$ cat config.mk
export PLATFORM = sky130hd
export DESIGN_NAME = dbg_view_scanner
export DESIGN_NICKNAME = d
export VERILOG_FILES = /design/src/rtl/dbg_scan_pkg.sv /design/src/rtl/dbg_scan_pacer.sv /design/src/rtl/dbg_view_scanner.sv
export SDC_FILE = /design/constraint.sdc
export NUM_CORES = 1
export LEC_CHECK = 0
export CAP_MARGIN = 5
export CELL_PAD_IN_SITES_DETAIL_PLACEMENT = 1
export CELL_PAD_IN_SITES_GLOBAL_PLACEMENT = 1
export CORE_MARGIN = 1.5
export CORE_UTILIZATION = 48
export DETAILED_ROUTE_END_ITERATION = 6
export DONT_BUFFER_PORTS = 1
export GPL_TIMING_DRIVEN = 0
export PLACE_DENSITY = 0.8
export SLEW_MARGIN = 20
export SYNTH_ARGS = -nofsm -noshare
export SYNTH_HDL_FRONTEND = slang
export SYNTH_HIERARCHICAL = 1
export SYNTH_SLANG_ARGS = --single-unit
$ cat constraint.sdc
create_clock -name clk -period 3.2 [get_ports clk]
set_input_delay 0.64 -clock clk [delete_from_list [all_inputs] [get_ports clk]]
set_output_delay 0.64 -clock clk [all_outputs]
set_load 0.02 [all_outputs]
$ cat src/rtl/dbg_scan_pkg.sv
// Shared types and constants for the debug read-out scanner.
package dbg_scan_pkg;

  typedef enum logic [1:0] {
    IDLE = 2'd0,
    REQ  = 2'd1,
    WAIT = 2'd2,
    CAP  = 2'd3
  } state_t;

  // Width of the address tag placed in the top byte of the display word.
  localparam int TAG_W = 8;

  // All-ones blanks the seven-segment display; sliced down to DW at use.
  localparam logic [255:0] BLANK_WORD = '1;

endpackage

$ cat src/rtl/dbg_scan_pacer.sv
// Scan pacing: free-running auto-scan tick and single-step rising-edge detect.
module dbg_scan_pacer #(
  parameter int TICK_DIV = 2**25
) (
  input  logic clk,
  input  logic rstn,
  input  logic auto_en,
  input  logic step_btn,
  output logic tick,
  output logic adv
);

  localparam int CW = (TICK_DIV > 2) ? $clog2(TICK_DIV) : 1;

  logic [CW-1:0] cnt;
  logic          step_q;

  // Tick counter runs only while auto-scan is enabled; step level is delayed for edge detect.
  always_ff @(posedge clk or negedge rstn) begin
    if (!rstn) begin
      cnt    <= '0;
      step_q <= 1'b0;
    end else begin
      step_q <= step_btn;
      if (!auto_en || cnt == CW'(TICK_DIV - 1)) cnt <= '0;
      else                                       cnt <= cnt + CW'(1);
    end
  end

  assign tick = auto_en && (cnt == CW'(TICK_DIV - 1));
  // A tick and a step edge in the same cycle collapse into one advance.
  assign adv  = tick | (step_btn & ~step_q);

endmodule

$ cat src/rtl/dbg_view_scanner.sv
// Debug read-out scanner: walks DEPTH entries of the selected source and
// latches each one as a display word.
// Optional build macro DBG_SCAN_TAG_EN: top byte of the display word carries
// the entry address (requires AW <= 8).
module dbg_view_scanner
  import dbg_scan_pkg::*;
#(
  parameter int NCH      = 4,
  parameter int DW       = 32,
  parameter int AW       = 6,
  parameter int DEPTH    = 16,
  parameter int TICK_DIV = 2**25,
  parameter int RD_LAT   = 1
) (
  input  logic                     clk,
  input  logic                     rstn,
  input  logic [$clog2(NCH)-1:0]   ch_sel,
  input  logic                     auto_en,
  input  logic                     step_btn,
  input  logic                     clr,
  output logic [NCH-1:0]           rd_req,
  output logic [AW-1:0]            rd_addr,
  input  logic [NCH*DW-1:0]        rd_data,
  output logic [DW-1:0]            disp_data,
  output logic                     disp_valid,
  output logic [AW-1:0]            cur_addr
);

  localparam int CHW = $clog2(NCH);

  state_t                  state;
  logic [1:0]              wcnt;
  logic [CHW-1:0]          ch_q;
  logic [AW-1:0]           nxt_addr;
  logic [AW-1:0]           addr_inc;
  logic [NCH-1:0][DW-1:0]  rd_arr;
  logic [DW-1:0]           sel_data;
  logic [DW-1:0]           cap_word;
  logic                    tick, adv, adv_ev, restart, take;

  dbg_scan_pacer #(.TICK_DIV(TICK_DIV)) u_pacer (
    .clk      (clk),
    .rstn     (rstn),
    .auto_en  (auto_en),
    .step_btn (step_btn),
    .tick     (tick),
    .adv      (adv)
  );

  // tick is already folded into adv; kept here so it stays probe-able at the top.
  assign adv_ev  = adv | tick;
  assign restart = clr | (ch_sel != ch_q);

  // The read result is taken on the edge that leaves the last latency cycle,
  // so CAP itself is the cycle in which the fresh word is already on display.
  assign take = (state == REQ  && RD_LAT == 0) ||
                (state == WAIT && wcnt == 2'(RD_LAT - 1));

  assign rd_arr   = rd_data;
  assign sel_data = rd_arr[ch_q];
  assign addr_inc = (rd_addr == AW'(DEPTH - 1)) ? '0 : rd_addr + AW'(1);

`ifdef DBG_SCAN_TAG_EN
  assign cap_word = {TAG_W'(rd_addr), sel_data[DW-TAG_W-1:0]};
`else
  assign cap_word = sel_data;
`endif

  // Registered copy of the channel select; any mismatch is a restart.
  always_ff @(posedge clk or negedge rstn) begin
    if (!rstn) ch_q <= '0;
    else       ch_q <= ch_sel;
  end

  // Scan FSM with address counter and registered display outputs.
  always_ff @(posedge clk or negedge rstn) begin
    if (!rstn) begin
      state      <= IDLE;
      wcnt       <= '0;
      rd_req     <= '0;
      rd_addr    <= '0;
      nxt_addr   <= '0;
      cur_addr   <= '0;
      disp_valid <= 1'b0;
      disp_data  <= BLANK_WORD[DW-1:0];
    end else if (restart) begin
      state      <= IDLE;
      rd_req     <= '0;
      nxt_addr   <= '0;
      cur_addr   <= '0;
      disp_valid <= 1'b0;
      disp_data  <= BLANK_WORD[DW-1:0];
    end else begin
      rd_req <= '0;
      if (take) begin
        disp_data  <= cap_word;
        cur_addr   <= rd_addr;
        disp_valid <= 1'b1;
        nxt_addr   <= addr_inc;
      end
      case (state)
        IDLE: if (adv_ev) begin
          state   <= REQ;
          rd_req  <= NCH'(1) << ch_q;
          rd_addr <= nxt_addr;
        end
        REQ: begin
          wcnt  <= '0;
          state <= (RD_LAT == 0) ? CAP : WAIT;
        end
        WAIT: begin
          if (take) state <= CAP;
          else      wcnt  <= wcnt + 2'd1;
        end
        CAP:     state <= IDLE;
        default: state <= IDLE;
      endcase
    end
  end

endmodule

After elaboration in Yosys (flattened, before gate mapping)
Index checks and enable logic that the tools add are counted.
{"block": "op_classes", "order_cmp": 1, "shift": 1, "add_sub_neg": 3, "n_eq_ne": 9, "n_reduce_logical": 11, "mux": 21, "bitwise_logic": 6}
{"operator": "$mux W32", "n": 3}
{"operator": "$bmux W32 S2", "n": 1}
{"operator": "$mux W6", "n": 5}
{"operator": "$add A25 B1 Y25 const B", "n": 1}
{"operator": "$eq A25 B25 Y1 const B", "n": 1}
{"operator": "$mux W25", "n": 1}
{"operator": "$mux W4", "n": 3}
{"operator": "$mux W2", "n": 4}
{"operator": "$pmux W2 S4", "n": 1}
{"operator": "$add A6 B1 Y6 const B", "n": 1}
{"operator": "$eq A6 B4 Y1 const B", "n": 1}
{"operator": "$ne A3 B3 Y1 const B", "n": 2}
{"operator": "$reduce_and A3 Y1", "n": 2}
{"operator": "$eq A2 B2 Y1 const B", "n": 2}
{"operator": "$logic_not A2 Y1", "n": 2}
{"operator": "$pmux W2 S2", "n": 1}
{"operator": "$reduce_bool A2 Y1", "n": 2}
{"operator": "$shl A1 B2 Y4 const A", "n": 1}
{"operator": "$lt A2 B3 Y1 const B", "n": 1}
{"operator": "$or A1 B1 Y1", "n": 3}
{"operator": "$add A2 B1 Y2 const B", "n": 1}
{"operator": "$eq A2 B1 Y1 const B", "n": 1}
{"operator": "$logic_and A1 B1 Y1", "n": 2}
{"operator": "$mux W1", "n": 2}
{"operator": "7 further kinds", "n": 8}
{"block": "totals", "output_inout_bits": 49, "in_bits": 135, "regBits": 87, "elab_cells": 63}

Depth between registers and ports, before layout
Gate-level depths: netlist of the first run.
{"block": "logic_depth", "depth_word": 7, "ltp_mapped": 9, "ltp_nobuf": 8}

Cells and area by module
Netlist of the first run, hierarchy kept.
{"module": "dbg_view_scanner", "area_each_um2": 3490.8, "cells_per_inst": 306, "seq_area_each_um2": 1566.5, "n_inst": 1}
{"module": "dbg_scan_pacer", "area_each_um2": 1293.7, "cells_per_inst": 138, "seq_area_each_um2": 650.6, "n_inst": 1}

Worst setup path before layout of the first run
Ideal clock, no wire load.
{"block": "synth_path", "path_type": "flip-flop to flip-flop", "start": "register u_pacer.cnt[0]", "end": "register rd_addr[0]", "synth_period_minus_slack_ps": 2402, "arrival_ps": 2277, "setup_slack_ps": 798, "t_required_ps": 3075, "n_path_buf": 1, "path_stages_with_launch": 10, "cell_sequence": "dfrtp_1 -> ha_1 -> and4_1 -> nand3_1 -> or4_1 -> o22ai_1 -> o21a_1 -> and4_1 -> buf_4 -> mux2_4"}
{"block": "synth_between", "elab_chain_len": 5}
{"element": "start: declaration", "line_no": "dbg_scan_pacer.sv:15", "rtl": "logic [CW-1:0] cnt;"}
{"element": "start signal: assignment", "line_no": "dbg_scan_pacer.sv:26", "rtl": "else cnt <= cnt + CW'(1);"}
{"element": "$eq A25 B25 Y1", "line_no": "dbg_scan_pacer.sv:30", "rtl": "assign tick = auto_en && (cnt == CW'(TICK_DIV - 1));"}
{"element": "$logic_and A1 B1 Y1", "line_no": "dbg_scan_pacer.sv:30"}
{"element": "$or A1 B1 Y1", "line_no": "dbg_scan_pacer.sv:32", "rtl": "assign adv = tick | (step_btn & ~step_q);"}
{"element": "named net adv", "line_no": "dbg_view_scanner.sv:39", "rtl": "logic tick, adv, adv_ev, restart, take;"}
{"element": "$or A1 B1 Y1", "line_no": "dbg_view_scanner.sv:51", "rtl": "assign adv_ev = adv | tick;"}
{"element": "$reduce_and A3 Y1 (no source line)"}
{"element": "end signal: assignment", "line_no": "dbg_view_scanner.sv:105", "rtl": "rd_addr <= nxt_addr;"}
{"element": "end: declaration", "line_no": "dbg_view_scanner.sv:22", "rtl": "output logic [AW-1:0] rd_addr,"}
The timed path passes the listed nets, and every way through them passes these cells.
A chain may end at the register's enable or synchronous reset.

Final worst setup path of the first run
{"block": "layout_path", "start": "register u_pacer.cnt[0]", "end": "register rd_addr[5]"}
The elaborated chain is that of the path after synthesis.

==> qor.csv, run 1 <==
stage;metric;value;unit
worst_setup_path;rrSetupSlack;0.48;ns
floorplan;num_io_pins;184;
yosys;synthCells;444;
global_routing;antenna_found_initial;0;
worst_setup_path;crit_path_end_kind;flip-flop;
clock_network;cts_buffers;9;
worst_setup_path;r2r-start;u_pacer/cnt[0];
global_routing;grt_max_degree;56;
floorplan;rows;36;
sta;skew;0.0152;ns
route;num_vias;3549;
layout;drive_gt1_frac;0.245;
sta;setup_viol;0;
yosys;syn_nets;586;
layout;diodes;0;
yosys;netlist_area;0.00478;mm^2
worst_setup_path;rr_worst_depth;9;
sta;period_needed;2.72;ns
clock_network;htree_levels;3;
worst_setup_path;startpoint_type;flip-flop;
route;viasPerCell;5.97;
yosys;yosysSeqAreaShare;0.463;
floorplan;die_h;103;um
clock_network;cts_buffer_depth;2;
global_routing;global_route.usage.met3;0.0678;
layout;fin_nets;598;
sta;worstMarginPinSlew;0.526;ns
sta;relSlewSlack;0.648;
power;power.density;408;mW/mm^2
sta;fmax;368;MHz
hold_path;hold_class;input pin to asynchronous set/reset pin;
yosys;synth-main-ff-cell;dfrtp_1;
clock_network;numClockSinks;87;
route;wl;13.1;mm
power;vdd_ir_drop_max;180;uV
global_routing;grt.total_usage;0.258;
sta;final_max_slew_viol_count;0;
layout;syn_to_final_growth;8.16;%
yosys;yosysWarnings;6;
clock_network;clkSlewWorstSetupHoldPaths;0.10;ns
status;status;finished clean;
route;dr.pass1.iters;4;
global_routing;use_met2;0.441;
clock_network;clock_latency;0.36;ns
yosys;synth-seq-cells;87;
global_routing;overflow;0;
route;ant_nets;0;
yosys;syn_area_per_cell;10.8;um^2
placement;dp_slack;0.506;ns
clock_network;cts_tree;done;
sta;tns;0;ns
yosys;synth-async-reset-ratio;1.00;
worst_setup_path;path_class;flip-flop to flip-flop;
worst_setup_path;worstPathRequired;3.44;ns
route;wl_per_cell;22.0;um
sta;rsz0062_at_grt;no;
floorplan;coreArea;0.00973;mm^2
job;cap_violations;0;
yosys;synth.distinct_cells;47;
layout;fillerInstances;1098;
clock_network;cts-root-buf;clkbuf_8;
global_routing;use_met1;0.324;
floorplan;dieArea;0.0106;mm^2
route;drt-initial-drc-count;96;
global_routing;grt_pass1_vias;3837;
sta;whs;0.120;ns
worst_setup_path;rr_endpoint;rd_addr[5];
floorplan;start_util;0.492;
sta;layout_setup_ws;0.483;ns
placement;dp_hpwl;9.71;mm
global_routing;grt_pass1_wl;20.3;mm
sta;period_share;0.849;
power;leakage;2.10;nW
yosys;synth-edff-count;0;
clock_network;cts-resized-gates;0;
sta;final-hold-violation-count;0;
placement;gp_congestion;0.778;
worst_setup_path;arrival;2.96;ns
floorplan;die_w;103;um
layout;final_util;0.532;
worst_setup_path;critPathMaxFanout;7;
placement;portBuffers;0;
global_routing;grt_busiest_layer;met2;
route;drcViolationCount;0;
## area by class of cell
cell class / count / area (um^2) / area share
Buffer: 28 / 176 / 0.0341
Clock buffer: 9 / 124 / 0.0239
Clock inverter: 7 / 72.6 / 0.0140
Inverter: 12 / 45.0 / 0.00870
Multi-Input combinational cell: 317 / 2350 / 0.453
Sequential cell: 87 / 2220 / 0.428
Tap cell: 133 / 166 / 0.0322
Timing Repair Buffer: 1 / 27.5 / 0.00532
## registers in the layout, summed over array words and instances, names as in the netlist
signal / count
rd_addr: 6
nxt_addr: 6
disp_valid: 1
disp_data: 32
cur_addr: 6
ch_q: 2
u_pacer/cnt: 25
u_pacer/step_q: 1
wcnt: 2
rd_req: 4
state: 2
## layer usage
metal	vias up	routed length [um]
met4	0	217
met2	109	6820
met3	17	687
met1	1802	5360
li1	1621	-
met5	-	0
## Yosys cell counts (2+ instances only)
cell type,instances,area [um^2]
mux2_4,6,90.1
nor4_1,4,25.0
dfstp_2,32,841
nor2b_1,2,12.5
clkbuf_1,6,22.5
nor3b_1,4,30.0
buf_12,2,40.0
ha_1,7,87.6
mux4_2,32,721
o311ai_0,2,17.5
mux2i_1,2,20.0
inv_1,12,45.0
a21oi_1,18,90.1
nand4_1,10,62.6
xor2_1,6,52.6
or3_1,9,56.3
o21ai_0,9,45.0
or4_1,4,30.0
buf_6,2,22.5
nor2_1,23,86.3
xnor2_1,12,105
dfrtp_1,55,1380
o21a_1,3,22.5
nor3_1,4,20.0
nand3_1,49,245
buf_2,16,80.1
o221ai_1,2,17.5
and4_1,3,26.3
a211oi_1,3,22.5
nand2_1,88,330
## how the worst max path moves through the flow
stage                      end      startpoint  cells past startpoint  slack [ns]
floorplan           rd_addr[0]  u_pacer/cnt[0]                      9        0.80
global placement    rd_addr[2]  u_pacer/cnt[0]                      9        0.58
detailed placement  rd_addr[5]  u_pacer/cnt[0]                      9        0.51
CTS                 rd_addr[5]  u_pacer/cnt[0]                      9        0.48
global route        rd_addr[5]  u_pacer/cnt[0]                      9        0.28
finish              rd_addr[5]  u_pacer/cnt[0]                      9        0.48
## worst max-delay path, cell delays in order, from the launching register on
cell and delay [ns]:
dfrtp_1 0.41, ha_1 0.25, and4_1 0.27, nand3_1 0.17, or4_1 0.47, o22ai_1 0.18
o21a_1 0.15, and4_1 0.18, buf_4 0.20, mux2_4 0.32
## layout by cell type, fill, tap and decap left out, types with 6 or more instances in the layout
cell type / synthesis / routed
nor2_1: 23 / 23
dfrtp_1: 55 / 55
clkbuf_1: 6 / 6
a21oi_1: 18 / 18
nand3_1: 49 / 49
buf_2: 16 / 16
nand2_1: 88 / 88
mux4_2: 32 / 32
mux2_4: 6 / 6
inv_1: 12 / 12
xnor2_1: 12 / 12
o21ai_0: 9 / 9
ha_1: 7 / 7
clkbuf_8: 0 / 9
nand4_1: 10 / 10
dfstp_2: 32 / 32
xor2_1: 6 / 6
or3_1: 9 / 9
## power by group
part	total [W]	internal [W]	switching (W)	leakage, nW
combinational	0.000199	0.000100	0.0000993	0.911
clock	0.000787	0.000363	0.000424	0.0972
sequential	0.00112	0.00111	0.00000962	1.09
total	0.00211	0.00158	0.000533	2.10
## kinds of logic (layout without fill, tap and decap cells)
logic type	count (synthesis)	count (layout)	share of synthesized area
DFF	87	87	0.463
buffers and inverters	40	57	0.0463
and+or+nand+nor	207	207	0.207
muxes	41	41	0.176
AOI/OAI and AO/OA	44	44	0.0565
adders and majority gates	7	7	0.0183
xor gates and xnor gates	18	18	0.0329
## repair_timing
action | CTS | global route
buffers inserted | 0 | 0
hold buffers | 1 | 0
endpoints found under the hold margin | 55 | 0
## metrics by stage
step / std cells / power, W / cell area (um^2)
floorplan: 444 / 0.00129 / 4780
global placement: 577 / 0.00132 / 4950
detailed placement: 577 / 0.00133 / 4950
CTS: 594 / 0.00212 / 5170
global route: 594 / 0.00219 / 5170
finish: 594 / 0.00211 / 5170
Note: power is estimated with default switching activity, not from simulation.
==> run 2, diff against run 1 <==
CORE_UTILIZATION = 43   (was 48)
PLACE_DENSITY = 0.75   (was 0.8)
clock period = 2.3 ns   (was 3.2 ns; I/O delays follow)
==> qor.csv, run 2 (synthesis gave the netlist of run 1 again) <==
stage;metric;value;unit;change
job;cap_violations;0;;unchanged
layout;reg.largest.list;disp_data (32), u_pacer/cnt (25);;unchanged
status;status;finished, violations left;;was finished clean
worst_setup_path;max_stage_delay;0.47;ns;about the same
route;wl_per_cell;21.4;um;was 22.0 um
layout;largest_reg_flops;32;;unchanged
layout;stdcell_count;610;;was 594
clock_network;cts-root-buf;clkbuf_8;;unchanged
worst_setup_path;arrival;2.63;ns;was 2.96 ns
hold_path;hold_class;input pin to asynchronous set/reset pin;;unchanged
route;drt-initial-drc-count;152;;was 96
sta;skew;0.0136;ns;was 0.0152 ns
route;num_vias;3578;;was 3549
layout;final_util;0.492;;was 0.532
global_routing;overflow;0;;unchanged
worst_setup_path;critPathMaxFanout;7;;unchanged
clock_network;cts_buffer_depth;2;;unchanged
sta;relSlewSlack;0.677;;was 0.648
clock_network;cts_buffers;9;;unchanged
floorplan;die_w;108;um;was 103 um
sta;layout_setup_ws;-0.0674;ns;was 0.483 ns
worst_setup_path;crit_slowest_cell;or4_4;;was or4_1
global_routing;grt_max_degree;88;;was 56
placement;gp_congestion;0.824;;was 0.778
status;violations;negative hold slack, negative setup slack;;
sta;rsz0062_at_grt;yes;;was no
floorplan;dieArea;0.0118;mm^2;was 0.0106 mm^2
placement;dp_slack;-0.260;ns;was 0.506 ns
floorplan;die_h;108;um;was 103 um
power;leakage;2.16;nW;was 2.10 nW
sta;worstMarginPinSlew;0.479;ns;was 0.526 ns
floorplan;start_util;0.441;;was 0.492
power;vdd_ir_drop_max;331;uV;was 180 uV
sta;period_share;1.03;;was 0.849
layout;syn_to_final_growth;11.5;%;was 8.16%
power;clkPwrFrac;0.396;;was 0.373
worst_setup_path;startpoint_type;flip-flop;;unchanged
layout;top_register;disp_data;;unchanged
clock_network;clock_latency;0.37;ns;was 0.36 ns
layout;layout_commonest_cell;nand2_1;;unchanged
layout;fin_nets;607;;was 598
power;seq_power_share;0.516;;was 0.532
sta;period_needed;2.37;ns;was 2.72 ns
global_routing;grt.total_usage;0.235;;was 0.258
sta;final-hold-violation-count;87;;was 0
global_routing;grt_pass1_wl;20.7;mm;was 20.3 mm
worst_setup_path;cp_cell_sequence;ha_4, and4_4, nand3_4, or4_4, o22ai_4, o21a_1, and4_1, buf_6, mux2_4;;was ha_1, and4_1, nand3_1, or4_1, o22ai_1, o21a_1, and4_1, buf_4, mux2_4
route;viasPerCell;5.87;;was 5.97
power;power.density;569;mW/mm^2;was 408 mW/mm^2
clock_network;clkSlewWorstSetupHoldPaths;0.09;ns;was 0.10 ns
floorplan;num_io_pins;184;;unchanged
placement;dp_hpwl;9.73;mm;was 9.71 mm
placement;portBuffers;0;;unchanged
route;dr.pass1.iters;4;;unchanged
clock_network;htree_levels;3;;unchanged
sta;final_max_slew_viol_count;0;;unchanged
power;pwr-share-comb;0.088;;was 0.095
layout;drive_gt1_frac;0.281;;was 0.245
sta;setup_viol;7;;was 0
sta;fmax;422;MHz;was 368 MHz
clock_network;cts_tree;done;;unchanged
route;wl;13.1;mm;about the same
worst_setup_path;worstPathRequired;2.56;ns;was 3.44 ns
power;sw_frac_of_total;0.229;;was 0.253
route;drcViolationCount;0;;unchanged
placement;dp.cells;584;;was 577
global_routing;antenna_found_initial;0;;unchanged
sta;whs;-0.229;ns;was 0.120 ns
worst_setup_path;path_class;flip-flop to flip-flop;;unchanged
power;p_int;0.00234;W;was 0.00158 W
layout;diodes;0;;unchanged
power;p_sw;0.000695;W;was 0.000533 W
floorplan;rows;38;;was 36
global_routing;grt_pass1_vias;3935;;was 3837
floorplan;coreArea;0.0108;mm^2;was 0.00973 mm^2
worst_setup_path;crit_path_end_kind;flip-flop;;unchanged
clock_network;numClockSinks;87;;unchanged
route;ant_nets;0;;unchanged
layout;final_cell_mix;88 x nand2_1, 55 x dfrtp_1, 48 x nand3_1, 32 x mux4_2, 32 x dfstp_2;;was 88 x nand2_1, 55 x dfrtp_1, 49 x nand3_1, 32 x mux4_2, 32 x dfstp_2
## run 2: area by class of cell
type	instances	area, um^2
Clock buffer	13	149
Clock inverter	3	67.6
Inverter	12	45.0
Tap cell	140	175
Sequential cell	87	2220
Multi-Input combinational cell	317	2420
Buffer	27	179
Fill cell	1191	5510
Timing Repair Buffer	11	82.6
## run 2: final timing paths
check / startpoint / endpoint / slack, ns / depth (start not counted)
worst min register to register: nxt_addr[0] / rd_addr[0] / 0.52 / 1
worst min-delay path: rstn / rd_addr[1] / -0.23 / 0
max in group asynchronous: rstn / disp_data[31] / 2.29 / 0
worst max register to register: u_pacer/cnt[0] / rd_addr[2] / -0.07 / 9
min in group clk: step_btn / u_pacer/step_q / 0.11 / 0
worst max-delay path: u_pacer/cnt[0] / rd_addr[2] / -0.07 / 9
## run 2: power by group through the flow
stage | Sequential [W] | Combinational, W | Clock (W)
3_5_place_dp | 0.00159 | 0.000259 | 0
3_3_place_gp | 0.00159 | 0.000246 | 0
4_1_cts | 0.00156 | 0.000266 | 0.00123
6_report | 0.00156 | 0.000268 | 0.00120
2_1_floorplan | 0.00159 | 0.000214 | 0
5_1_grt | 0.00157 | 0.000292 | 0.00129
## run 2: metal layers
layer	routed length [um]	vias up	global-route usage
li1	-	1640	-
met5	0	-	0
met3	753	20	0.0747
met2	6780	114	0.404
met4	237	0	0.0724
met1	5290	1804	0.279
## run 2: repair_timing
item,in CTS,in global routing
resized for setup,3,7
pin swaps,3,2
endpoints found under the setup margin,9,27
buffers inserted,8,3
hold endpoints to repair,87,87
## run 2: critical path: cells and delay by family, from the launching register on
kind	cells	cell delay, ns
buffers and inverters	1	0.16
AO/OA/AOI/OAI	2	0.27
multiplexers	1	0.31
adder cells (fa/ha/maj)	1	0.15
flip-flops	1	0.40
AND/OR/NAND/NOR	4	0.98
## run 2: through the flow
step	power [W]	hold WS [ns]	cell area, um^2	TNS [ns]
after floorplan	0.00180	0.164	4810	-0.230
after CTS	0.00306	-0.241	5280	-0.430
after global placement	0.00184	0.166	4990	-1.35
final	0.00303	-0.229	5330	-0.382
after global routing	0.00315	-0.259	5330	-1.17
after detailed placement	0.00185	0.166	4990	-1.61
==> run 3, diff against run 2 <==
SETUP_SLACK_MARGIN = 0.5   (was default)
==> qor.csv, run 3 (synthesis gave the netlist of run 1 again) <==
stage;metric;value;unit;change
status;status;finished, violations left;;unchanged
status;violations;negative hold slack, negative setup slack;;unchanged
clock_network;numClockSinks;87;;unchanged
sta;tns;-0.731;ns;was -0.382 ns
route;met1Wirelength;5.15;mm;was 5.29 mm
job;cap_violations;0;;unchanged
sta;layout_setup_ws;-0.120;ns;was -0.0674 ns
route;route.met2.wl;6.89;mm;was 6.78 mm
sta;period_share;1.05;;was 1.03
route;ant_nets;0;;unchanged
floorplan;num_io_pins;184;;unchanged
worst_setup_path;path_buf_inv;1;;unchanged
layout;drive_gt1_frac;0.340;;was 0.281
layout;fin_nets;617;;was 607
route;top_layer;met4;;unchanged
global_routing;grt.total_usage;0.237;;was 0.235
worst_setup_path;path_class;flip-flop to flip-flop;;unchanged
route;num_vias;3652;;was 3578
sta;setup_viol;7;;unchanged
route;wl;13.2;mm;was 13.1 mm
global_routing;overflow;0;;unchanged
route;wl_per_cell;21.3;um;was 21.4 um
sta;fmax;413;MHz;was 422 MHz
global_routing;grt_pass1_wl;21.1;mm;was 20.7 mm
route;dr.pass1.iters;4;;unchanged
hold_path;hold_class;input pin to asynchronous set/reset pin;;unchanged
worst_setup_path;crit_path_end_kind;flip-flop;;unchanged
placement;dp.cells;584;;unchanged
layout;diodes;0;;unchanged
placement;gp_congestion;0.807;;was 0.824
floorplan;start_util;0.441;;unchanged
worst_setup_path;crit_slowest_cell;or4_4;;unchanged
worst_setup_path;arrival;2.67;ns;was 2.63 ns
worst_setup_path;cp.depth;9;;unchanged
clock_network;cts_tree;done;;unchanged
worst_setup_path;worstPathRequired;2.55;ns;was 2.56 ns
sta;skew;0.00891;ns;was 0.0136 ns
clock_network;cts-root-buf;clkbuf_8;;unchanged
layout;layout_commonest_cell;nand2_1;;unchanged
layout;syn_to_final_growth;15.5;%;was 11.5%
layout;stdcell_count;620;;was 610
route;viasPerCell;5.89;;was 5.87
clock_network;htree_levels;3;;unchanged
route;met3WireLength;897;um;was 753 um
placement;portBuffers;0;;unchanged
worst_setup_path;rr_worst_depth;9;;unchanged
placement;dp_hpwl;9.52;mm;was 9.73 mm
worst_setup_path;max_stage_delay;0.47;ns;about the same
worst_setup_path;critPathMaxFanout;7;;unchanged
layout;reg.largest.list;disp_data (32), u_pacer/cnt (25);;unchanged
floorplan;dieArea;0.0118;mm^2;unchanged
clock_network;cts_buffers;9;;unchanged
floorplan;coreArea;0.0108;mm^2;unchanged
power;leakage;2.25;nW;was 2.16 nW
power;power.density;518;mW/mm^2;was 569 mW/mm^2
layout;top_register;disp_data;;unchanged
layout;final_cell_mix;87 x nand2_1, 55 x dfrtp_1, 45 x nand3_1, 32 x mux4_2, 32 x dfstp_2;;was 88 x nand2_1, 55 x dfrtp_1, 48 x nand3_1, 32 x mux4_2, 32 x dfstp_2
sta;rsz0062_at_grt;yes;;unchanged
route;drt-initial-drc-count;117;;was 152
route;drcViolationCount;0;;unchanged
worst_setup_path;startpoint_type;flip-flop;;unchanged
sta;relSlewSlack;0.654;;was 0.677
worst_setup_path;cp_cell_sequence;ha_4, and4_4, nand3_4, or4_4, o22ai_4, o21a_1, and4_1, buf_6, mux2_4;;unchanged
sta;final-hold-violation-count;87;;unchanged
clock_network;clock_latency;0.36;ns;was 0.37 ns
power;vdd_ir_drop_max;251;uV;was 331 uV
clock_network;clkSlewWorstSetupHoldPaths;0.09;ns;about the same
placement;dpl_cell_area;0.00500;mm^2;was 0.00499 mm^2
sta;final_max_slew_viol_count;0;;unchanged
sta;whs;-0.219;ns;was -0.229 ns
floorplan;die_h;108;um;unchanged
sta;worstMarginPinSlew;0.518;ns;was 0.479 ns
clock_network;cts_buffer_depth;2;;unchanged
floorplan;rows;38;;unchanged
floorplan;die_w;108;um;unchanged
sta;period_needed;2.42;ns;was 2.37 ns
power;total_power;0.00286;W;was 0.00303 W
global_routing;grt_pass1_vias;3988;;was 3935
global_routing;grt_max_degree;88;;unchanged
global_routing;antenna_found_initial;0;;unchanged
worst_setup_path;path_delay_family;simple AND/OR/NAND/NOR gates;;unchanged
layout;largest_reg_flops;32;;unchanged
layout;post-route-cell-area;0.00553;mm^2;was 0.00533 mm^2
==> run 3: worst register-to-register path, cell delays in order, from the launching register on <==
cell and delay (ns):
dfrtp_1 0.41, ha_4 0.15, and4_4 0.26, nand3_4 0.08, or4_4 0.47, o22ai_4 0.12, o21a_1 0.16, and4_1 0.20
buf_6 0.16, mux2_4 0.31
==> run 3: repair_timing <==
action | in CTS | in global routing
endpoints found under the setup margin | 68 | 83
endpoints found under the hold margin | 87 | 87
resized for setup | 29 | 24
pin swaps | 8 | 1
buffers inserted | 17 | 3
==> run 3: through the flow <==
| step | setup WS, ns | util | hold slack, ns |
|---|---|---|---|
| global route | -0.217 | 0.510 | -0.247 |
| detailed placement | -0.291 | 0.461 | 0.166 |
| global placement | -0.270 | 0.461 | 0.167 |
| CTS | -0.109 | 0.501 | -0.235 |
| floorplan | -0.0370 | - | 0.164 |
| finish | -0.120 | 0.510 | -0.219 |
==> run 3: area by class of cell <==
class | count | area [um^2]
fillers | 1167 | 5320
inverters | 12 | 45.0
multi-input cells | 317 | 2500
plain buffers | 28 | 236
repair buffers | 20 | 165
flip-flops and latches | 87 | 2220
well taps | 140 | 175
clock inverters | 6 | 43.8
clock buffers | 10 | 138
==> run 3: per-layer routing <==
layer	track usage	vias to the layer above
li1	-	1655
met1	0.283	1855
met2	0.412	123
met3	0.0621	19
met4	0.0846	0
met5	0	-
==> run 3: final timing paths <==
path / from / to / slack [ns]
worst max-delay path: u_pacer/cnt[1] / rd_addr[2] / -0.12
worst min-delay path: rstn / cur_addr[0] / -0.22
worst max register to register: u_pacer/cnt[1] / rd_addr[2] / -0.12
worst min register to register: nxt_addr[4] / rd_addr[4] / 0.52
min in group clk: ch_sel[0] / ch_q[0] / 0.12
max in group asynchronous: rstn / disp_data[22] / 2.32
==> run 3: report_power, final <==
part	switching, W	internal [W]	total, W
clock	0.000583	0.000428	0.00101
combinational	0.000127	0.000158	0.000285
sequential	0.0000148	0.00155	0.00156
total	0.000725	0.00214	0.00286
